## src/rtl/axis_chop_pkg.sv

```systemverilog
// Shared types for the axis_chop burst chopper and its output register slice.
package axis_chop_pkg;

  // Occupancy of the two-entry output slice.
  typedef enum logic [1:0] {
    SKID_EMPTY = 2'd0,
    SKID_ONE   = 2'd1,
    SKID_TWO   = 2'd2
  } skid_state_e;

endpackage

```

## src/rtl/axis_skid.sv

```systemverilog
// Two-entry register slice: a main output register plus a skid register that
// catches the beat accepted while the downstream stalls, so in_ready can be a flop.
module axis_skid
  import axis_chop_pkg::*;
#(
  parameter int WIDTH = 9
) (
  input  logic             clock,
  input  logic             reset,
  input  logic             flush,
  input  logic             in_valid,
  output logic             in_ready,
  input  logic [WIDTH-1:0] in_data,
  output logic             out_valid,
  input  logic             out_ready,
  output logic [WIDTH-1:0] out_data
);

  skid_state_e      state_q, state_d;
  logic [WIDTH-1:0] main_q, skid_q;
  logic             ready_q;
  logic             in_hs, out_hs;
  logic             load_main, load_skid, pop_skid;

  assign in_hs  = in_valid & ready_q;
  assign out_hs = (state_q != SKID_EMPTY) & out_ready;

  // NOTE: every output of this block gets a default first so no path infers a latch.
  always_comb begin
    state_d   = state_q;
    load_main = 1'b0;
    load_skid = 1'b0;
    pop_skid  = 1'b0;
    unique case (state_q)
      SKID_EMPTY: begin
        if (in_hs) begin
          state_d   = SKID_ONE;
          load_main = 1'b1;
        end
      end
      SKID_ONE: begin
        if (in_hs && out_hs) begin
          load_main = 1'b1;
        end else if (in_hs) begin
          state_d   = SKID_TWO;
          load_skid = 1'b1;
        end else if (out_hs) begin
          state_d = SKID_EMPTY;
        end
      end
      SKID_TWO: begin
        if (out_hs) begin
          state_d  = SKID_ONE;
          pop_skid = 1'b1;
        end
      end
      default: state_d = SKID_EMPTY;
    endcase
    if (flush) state_d = SKID_EMPTY;
  end

  // NOTE: sequential state uses non-blocking assignments so all flops update together.
  // NOTE: the data registers are reset too, because the reset value of out_data is visible.
  always_ff @(posedge clock or posedge reset) begin
    if (reset) begin
      state_q <= SKID_EMPTY;
      ready_q <= 1'b0;
      main_q  <= '0;
      skid_q  <= '0;
    end else begin
      state_q <= state_d;
      ready_q <= (state_d != SKID_TWO);
      if (load_main)     main_q <= in_data;
      else if (pop_skid) main_q <= skid_q;
      if (load_skid)     skid_q <= in_data;
    end
  end

  assign in_ready  = ready_q;
  assign out_valid = (state_q != SKID_EMPTY);
  assign out_data  = main_q;

endmodule

```

## src/rtl/axis_chop.sv

```systemverilog
// AXI4-Stream burst chopper: forwards a packet truncated to min(length_i, MAXLEN)
// beats, marking the last forwarded beat with m_tlast.
module axis_chop
  import axis_chop_pkg::*;
#(
  parameter  int WIDTH  = 8,
  parameter  int MAXLEN = 64,
  parameter  bit BYPASS = 1'b0,
  localparam int LBITS  = $clog2(MAXLEN + 1)
) (
  input  logic             clock,
  input  logic             reset,
  input  logic             active_i,
  input  logic [LBITS-1:0] length_i,
  output logic             final_o,
  input  logic             s_tvalid,
  output logic             s_tready,
  input  logic             s_tlast,
  input  logic [WIDTH-1:0] s_tdata,
  output logic             m_tvalid,
  input  logic             m_tready,
  output logic             m_tlast,
  output logic [WIDTH-1:0] m_tdata
);

  logic [LBITS-1:0] lim;
  logic [LBITS-1:0] cnt;
  logic             done;
  logic             open;
  logic             fwd_ok;
  logic             beat_last;
  logic             hs;

  assign lim       = (length_i > LBITS'(MAXLEN)) ? LBITS'(MAXLEN) : length_i;
  assign open      = active_i & ~done;
  assign fwd_ok    = (lim != '0);
  // Widened by one bit so cnt + 1 cannot wrap when cnt sits at MAXLEN.
  assign final_o   = open & (~fwd_ok | (({1'b0, cnt} + (LBITS + 1)'(1)) >= {1'b0, lim}));
  assign beat_last = s_tlast | final_o;
  assign hs        = s_tvalid & s_tready;

  // done freezes the counter, so it never wraps within a transfer.
  always_ff @(posedge clock or posedge reset) begin
    if (reset) begin
      cnt  <= '0;
      done <= 1'b0;
    end else if (!active_i) begin
      cnt  <= '0;
      done <= 1'b0;
    end else if (hs) begin
      cnt <= cnt + LBITS'(1);
      if (beat_last) done <= 1'b1;
    end
  end

  generate
    if (BYPASS) begin : g_bypass
      assign s_tready = m_tready & open;
      assign m_tvalid = s_tvalid & open & fwd_ok;
      assign m_tdata  = s_tdata;
      assign m_tlast  = beat_last;
    end else begin : g_skid
      logic             skid_ready;
      logic             skid_valid;
      logic [WIDTH:0]   skid_data;

      // Zero-length beats are accepted upstream but never enter the slice.
      axis_skid #(
        .WIDTH (WIDTH + 1)
      ) u_skid (
        .clock     (clock),
        .reset     (reset),
        .flush     (~active_i),
        .in_valid  (s_tvalid & open & fwd_ok),
        .in_ready  (skid_ready),
        .in_data   ({beat_last, s_tdata}),
        .out_valid (skid_valid),
        .out_ready (m_tready),
        .out_data  (skid_data)
      );

      assign s_tready           = skid_ready & open;
      assign m_tvalid           = skid_valid & active_i;
      assign {m_tlast, m_tdata} = skid_data;
    end
  endgenerate

endmodule

```

## config.mk

```make
export PLATFORM = sky130hd
export DESIGN_NAME = axis_chop
export DESIGN_NICKNAME = d
export VERILOG_FILES = /design/src/rtl/axis_chop_pkg.sv /design/src/rtl/axis_skid.sv /design/src/rtl/axis_chop.sv
export SDC_FILE = /design/constraint.sdc
export NUM_CORES = 1
export LEC_CHECK = 0
export CORE_ASPECT_RATIO = 1.25
export CORE_UTILIZATION = 40
export DETAILED_ROUTE_END_ITERATION = 12
export PLACE_DENSITY = 0.62
export SKIP_LAST_GASP = 1
export SLEW_MARGIN = 40
export SYNTH_ARGS = -nofsm -noshare
export SYNTH_HDL_FRONTEND = slang
export SYNTH_HIERARCHICAL = 1
export SYNTH_SLANG_ARGS = --single-unit
```

## constraint.sdc

```tcl
create_clock -name clock -period 3.75 [get_ports clock]
set_input_delay 1.125 -clock clock [delete_from_list [all_inputs] [get_ports clock]]
set_output_delay 1.125 -clock clock [all_outputs]
set_load 0.05 [all_outputs]
```

# Word level (Yosys, flattened, before mapping)
# Cells that the tools add are included.
# op_classes
n_lt_le_gt_ge	2
n_eq_ne	5
n_addsub	2
mux	22
reduce_logical	6
n_bitwise	13
# op_table
operator	n
$mux W7	3
$mux W9	2
$mux W2	6
$and A1 B1 Y1	9
$mux W1	9
$add A7 B1 Y8 const B	1
$ge A8 B7 Y1	1
$add A7 B1 Y7 const B	1
$gt A7 B7 Y1 const B	1
$reduce_bool A7 Y1	1
$pmux W2 S3	1
$ne A2 B1 Y1 const B	2
$reduce_bool A2 Y1	2
$eq A2 B1 Y1 const B	1
$eq A2 B2 Y1 const B	1
$logic_not A2 Y1	1
$ne A2 B2 Y1 const B	1
$not A1 Y1	2
$or A1 B1 Y1	2
$pmux W1 S2	1
$reduce_and A2 Y1	1
$logic_and A1 B1 Y1	1
# word_totals
output_inout_bits	12
ff_bits	29
inputBits	21
elab_cells	56

# Logic depth before layout (Yosys ltp)
# depth
word_depth	10
depth_mapped	10
depth_no_buf	10

# Cells and area by module
# Netlist, hierarchy kept.
# by_module_without_submodules
module	cells_per_inst	seq_area_each_um2	instances	area_per_inst_um2
axis_skid	76	525.5	1	968.4
axis_chop	85	200.2	1	691.9

# Least setup slack after synthesis
# No wires, ideal clock.
# synth_timing
path_type	input to output
start	in length_i[6]
end	out final_o
cell_stages	8
path_buffers	0
t_required_ps	2625
path_slack_ps	-74
arrival_ps	2699
path_cell_list	inv_1 -> nand2_1 -> ha_1 -> o21ai_0 -> a21o_1 -> a21oi_1 -> nor4_1 -> nor2_1
# synth_between
elab_chain_len	6
word_cells_on_any_way	7
classes_between	order compare: 2; mux: 1; bitwise: 3; reduce/logical: 1
# synth_rtl
element	line_no	source
start, declared	axis_chop.sv:14	input logic [LBITS-1:0] length_i,
$gt A7 B7 Y1	axis_chop.sv:34	assign lim = (length_i > LBITS'(MAXLEN)) ? LBITS'(MAXLEN) : length_i;
$mux W7 (*)	axis_chop.sv:34	
branches (longest 2 deep; another with $ge A8 B7 Y1)	n/a	
$or A1 B1 Y1 (*)	axis_chop.sv:38	assign final_o = open & (~fwd_ok | (({1'b0, cnt} + (LBITS + 1)'(1)) >= {1'b0, lim}));
$and A1 B1 Y1 (*)	axis_chop.sv:38	
end, declared	axis_chop.sv:15	output logic final_o,
# Every way passes the cells marked *.

# Worst setup path in the final report
# layout_timing
start	in length_i[3]
end	out final_o
# The elaborated chain is that of the path after synthesis.

==> flow_summary.yaml <==
logic_synthesis:
  synth_edf_count: 0
  ys_types: 36
  synthArstFlopShare_pct: 100
  yosysSeqAreaShare_pct: 43.7
  synth_top_cells_by_area: "dfrtp_1 44%, mux2_4 8.1%, mux2i_1 6.6%, nand2_1 6.1%, ha_1 6.0%"
  synth_top_area_share_pct: 43.7
  netlist_area_sq_um: 1660
  syn_avg_cell_area_sq_um: 10.3
  synthCells: 161
  yosys-top-cells-count: "29 x dfrtp_1, 27 x nand2_1, 11 x mux2i_1, 11 x o21ai_0"
  synth_nets: 190
  yosysMostFrequentCell: "dfrtp_1"
  yosys_most_used_dff: "dfrtp_1"
  yosysTopAreaCell: "dfrtp_1"
  synth.ff_latch_count: 29
  yosysWarningCount: 6
flow_run:
  maxCapViolCount: 0
critical_path:
  reg2reg_from: "cnt[0]"
  reg2reg_slack_ns: 0.18
  cp-end-kind: "output pin"
  worstPathRequired_ns: 2.62
  crit_path_end: "final_o"
  critPathMaxFanout: 2
  crit_start: "length_i[3]"
  arrival_ns: 2.56
  worst_setup_path_start_kind: "input pin"
  r2r-end: "done"
  rr_worst_depth: 21
  path_class: "input pin to output pin"
timing:
  worst_slew_pin_slew_ns: 0.716
  max-slew-margin-rel_pct: 52.0
  hold_viol: 0
  fin_crit_sh_pct: 98.3
  max_freq_mhz: 271
  fin_setup_tns_ns: 0
  setup_viol: 0
  skew_ns: 0.00704
  final-max-slew-violation-count: 0
  period_needed_ns: 3.68
outcome:
  outcome: "finished, final reports clean"
drt:
  postRouteAntennaNets: 0
  drt_iter0_drc: 53
  wl_per_cell_um: 15.0
  num_vias: 1365
  wl_um: 4050
  viasPerCell: 5.06
  dr.pass1.iters: 4
  route.detailed.drc: 0
grt:
  first_global_vias: 1461
  grt_pass1_wl_um: 6650
  grt.total_usage_pct: 20.5
  overflow: 0
  antenna_found_initial: 0
  grt_max_degree: 22
cts:
  cts_root_buf: "clkbuf_8"
  cts_sinks: 29
  cts.clk_slew.worst_paths_ns: 0.06
  htreeDepth: 2
  clock_path_buffers: 2
  clk_latency_ns: 0.28
  cts_buffers: 5
  cts_tree: "yes"
floorplan:
  initial_utilization_pct: 42.8
  die_y_um: 74.0
  io_pins: 33
  dieArea_sq_um: 4410
  core.rowCount: 25
  die_width_um: 59.6
  core_area_sq_um: 3880
final_layout:
  diodes: 0
  drive_gt1_share_pct: 31.0
  nNetsFinal: 244
  fill_cells: 366
  area_growth_pct: 42.7
placed_design:
  portBuffers: 32
  hpwl_um: 2770
  gp_congestion: 0.854
power_and_ir_drop:
  leakagePower_nw: 1.16
  ir_drop_mv: 0.216
  finalPower_mw: 1.01
  p_per_area_nw_per_um2: 428
hold_path:
  hold_path_class: "flip-flop to flip-flop"
==> worst max-delay path, cell delays in order <==
cell and delay [ns]:
dlygate4sd2_1 0.24, nand2_1 0.10, ha_4 0.21, o2111ai_2 0.17
a21oi_2 0.07, nor4_2 0.29, buf_4 0.17, nor2_2 0.03
buf_6 0.15
==> layout by cell type, fill, tap and decap left out, types with 2 or more instances in the layout <==
master / Yosys / layout
dfrtp_1: 29 / 28
nand2_1: 27 / 25
clkdlybuf4s50_1: 0 / 22
buf_4: 2 / 19
mux2i_1: 11 / 11
o21ai_0: 11 / 9
nand3_1: 9 / 9
mux2_4: 9 / 9
clkbuf_8: 0 / 7
xnor2_1: 5 / 5
inv_1: 6 / 4
ha_1: 8 / 4
ha_4: 0 / 4
or3_1: 3 / 3
and3_4: 3 / 3
nor2_1: 5 / 3
clkbuf_2: 0 / 3
dlygate4sd2_1: 0 / 3
a21oi_1: 3 / 2
nor2b_1: 3 / 2
and3_1: 2 / 2
a21o_1: 2 / 2
nor2b_4: 1 / 2
nor3_1: 2 / 2
o21ai_1: 1 / 2
nor2_2: 1 / 2
and2_1: 2 / 2
nand3b_1: 2 / 2
buf_6: 1 / 2
buf_12: 0 / 2
==> worst min-delay path by stage <==
stage / startpoint / end / slack, ns / cells past startpoint
detailed placement: g_skid.u_skid/skid_q[2] / g_skid.u_skid/skid_q[2] / 0.50 / 1
global placement: g_skid.u_skid/skid_q[7] / g_skid.u_skid/skid_q[7] / 0.49 / 1
finish: g_skid.u_skid/skid_q[1] / g_skid.u_skid/skid_q[1] / 0.51 / 1
floorplan: g_skid.u_skid/skid_q[0] / g_skid.u_skid/skid_q[0] / 0.48 / 1
CTS: g_skid.u_skid/skid_q[2] / g_skid.u_skid/skid_q[2] / 0.52 / 1
global route: g_skid.u_skid/skid_q[3] / g_skid.u_skid/skid_q[3] / 0.53 / 1
==> layout make-up <==
cell class	count	area, sq um	share of cell area, %
multi-input combinational	122	978	41.3
sequential	29	727	30.7
timing repair buffer	51	467	19.7
clock buffer	7	96.3	4.07
tap	54	67.6	2.85
inverter	6	27.5	1.16
clock inverter	1	5.00	0.211
==> report_power, final <==
group	switching, mW	total [mW]	leakage, nW	internal [mW]
clock	0.115	0.281	0.0542	0.166
combinational	0.174	0.333	0.729	0.159
sequential	0.0333	0.400	0.372	0.367
total	0.323	1.01	1.16	0.692
==> state kept, by name, summed over array words and instances, names as in the netlist <==
name	cells
g_skid.u_skid/out_data	9
g_skid.u_skid/skid_q	9
cnt	7
g_skid.u_skid/state_q	2
done	1
g_skid.u_skid/in_ready	1
==> routing by layer <==
metal / up-vias / GRT usage (%) / routed length, um
met2: 32 / 37.6 / 2240
met4: 0 / 6.98 / 63
li1: 664 / - / -
met1: 661 / 22.8 / 1590
met5: - / 0 / 0
met3: 8 / 5.39 / 159
==> repair_timing <==
action	CTS	global route
endpoints found under the hold margin	0	0
endpoints found under the setup margin	1	2
buffers inserted	12	1
gates resized for setup	21	20
pin swaps	9	12
hold buffers	0	0
==> logic make-up (layout without fill, tap and decap cells) <==
| kind of cell | after synthesis | after routing | synth area share [%] |
|---|---|---|---|
| muxes | 20 | 20 | 14.8 |
| DFF | 29 | 29 | 43.7 |
| adders and majority gates | 8 | 8 | 6.03 |
| buffers and inverters | 10 | 65 | 3.24 |
| AOI/OAI and AO/OA | 22 | 22 | 7.99 |
| xor gates and xnor gates | 6 | 6 | 3.17 |
| and+or+nand+nor | 66 | 66 | 21.1 |
==> per-stage QoR <==
| stage | instance area, sq um | setup WS (ns) | cells | hold slack, ns | utilization, % |
|---|---|---|---|---|---|
| 2_1_floorplan | 1660 | 0.147 | 161 | 0.481 | - |
| 3_3_place_gp | 2080 | -0.390 | 249 | 0.492 | 53.7 |
| 3_5_place_dp | 2080 | -0.486 | 249 | 0.497 | 53.7 |
| 4_1_cts | 2300 | 0.0156 | 269 | 0.515 | 59.3 |
| 5_1_grt | 2370 | -0.0159 | 270 | 0.529 | 61.1 |
| 6_report | 2370 | 0.0650 | 270 | 0.513 | 61.1 |
Power figures use the tool's default switching activity.
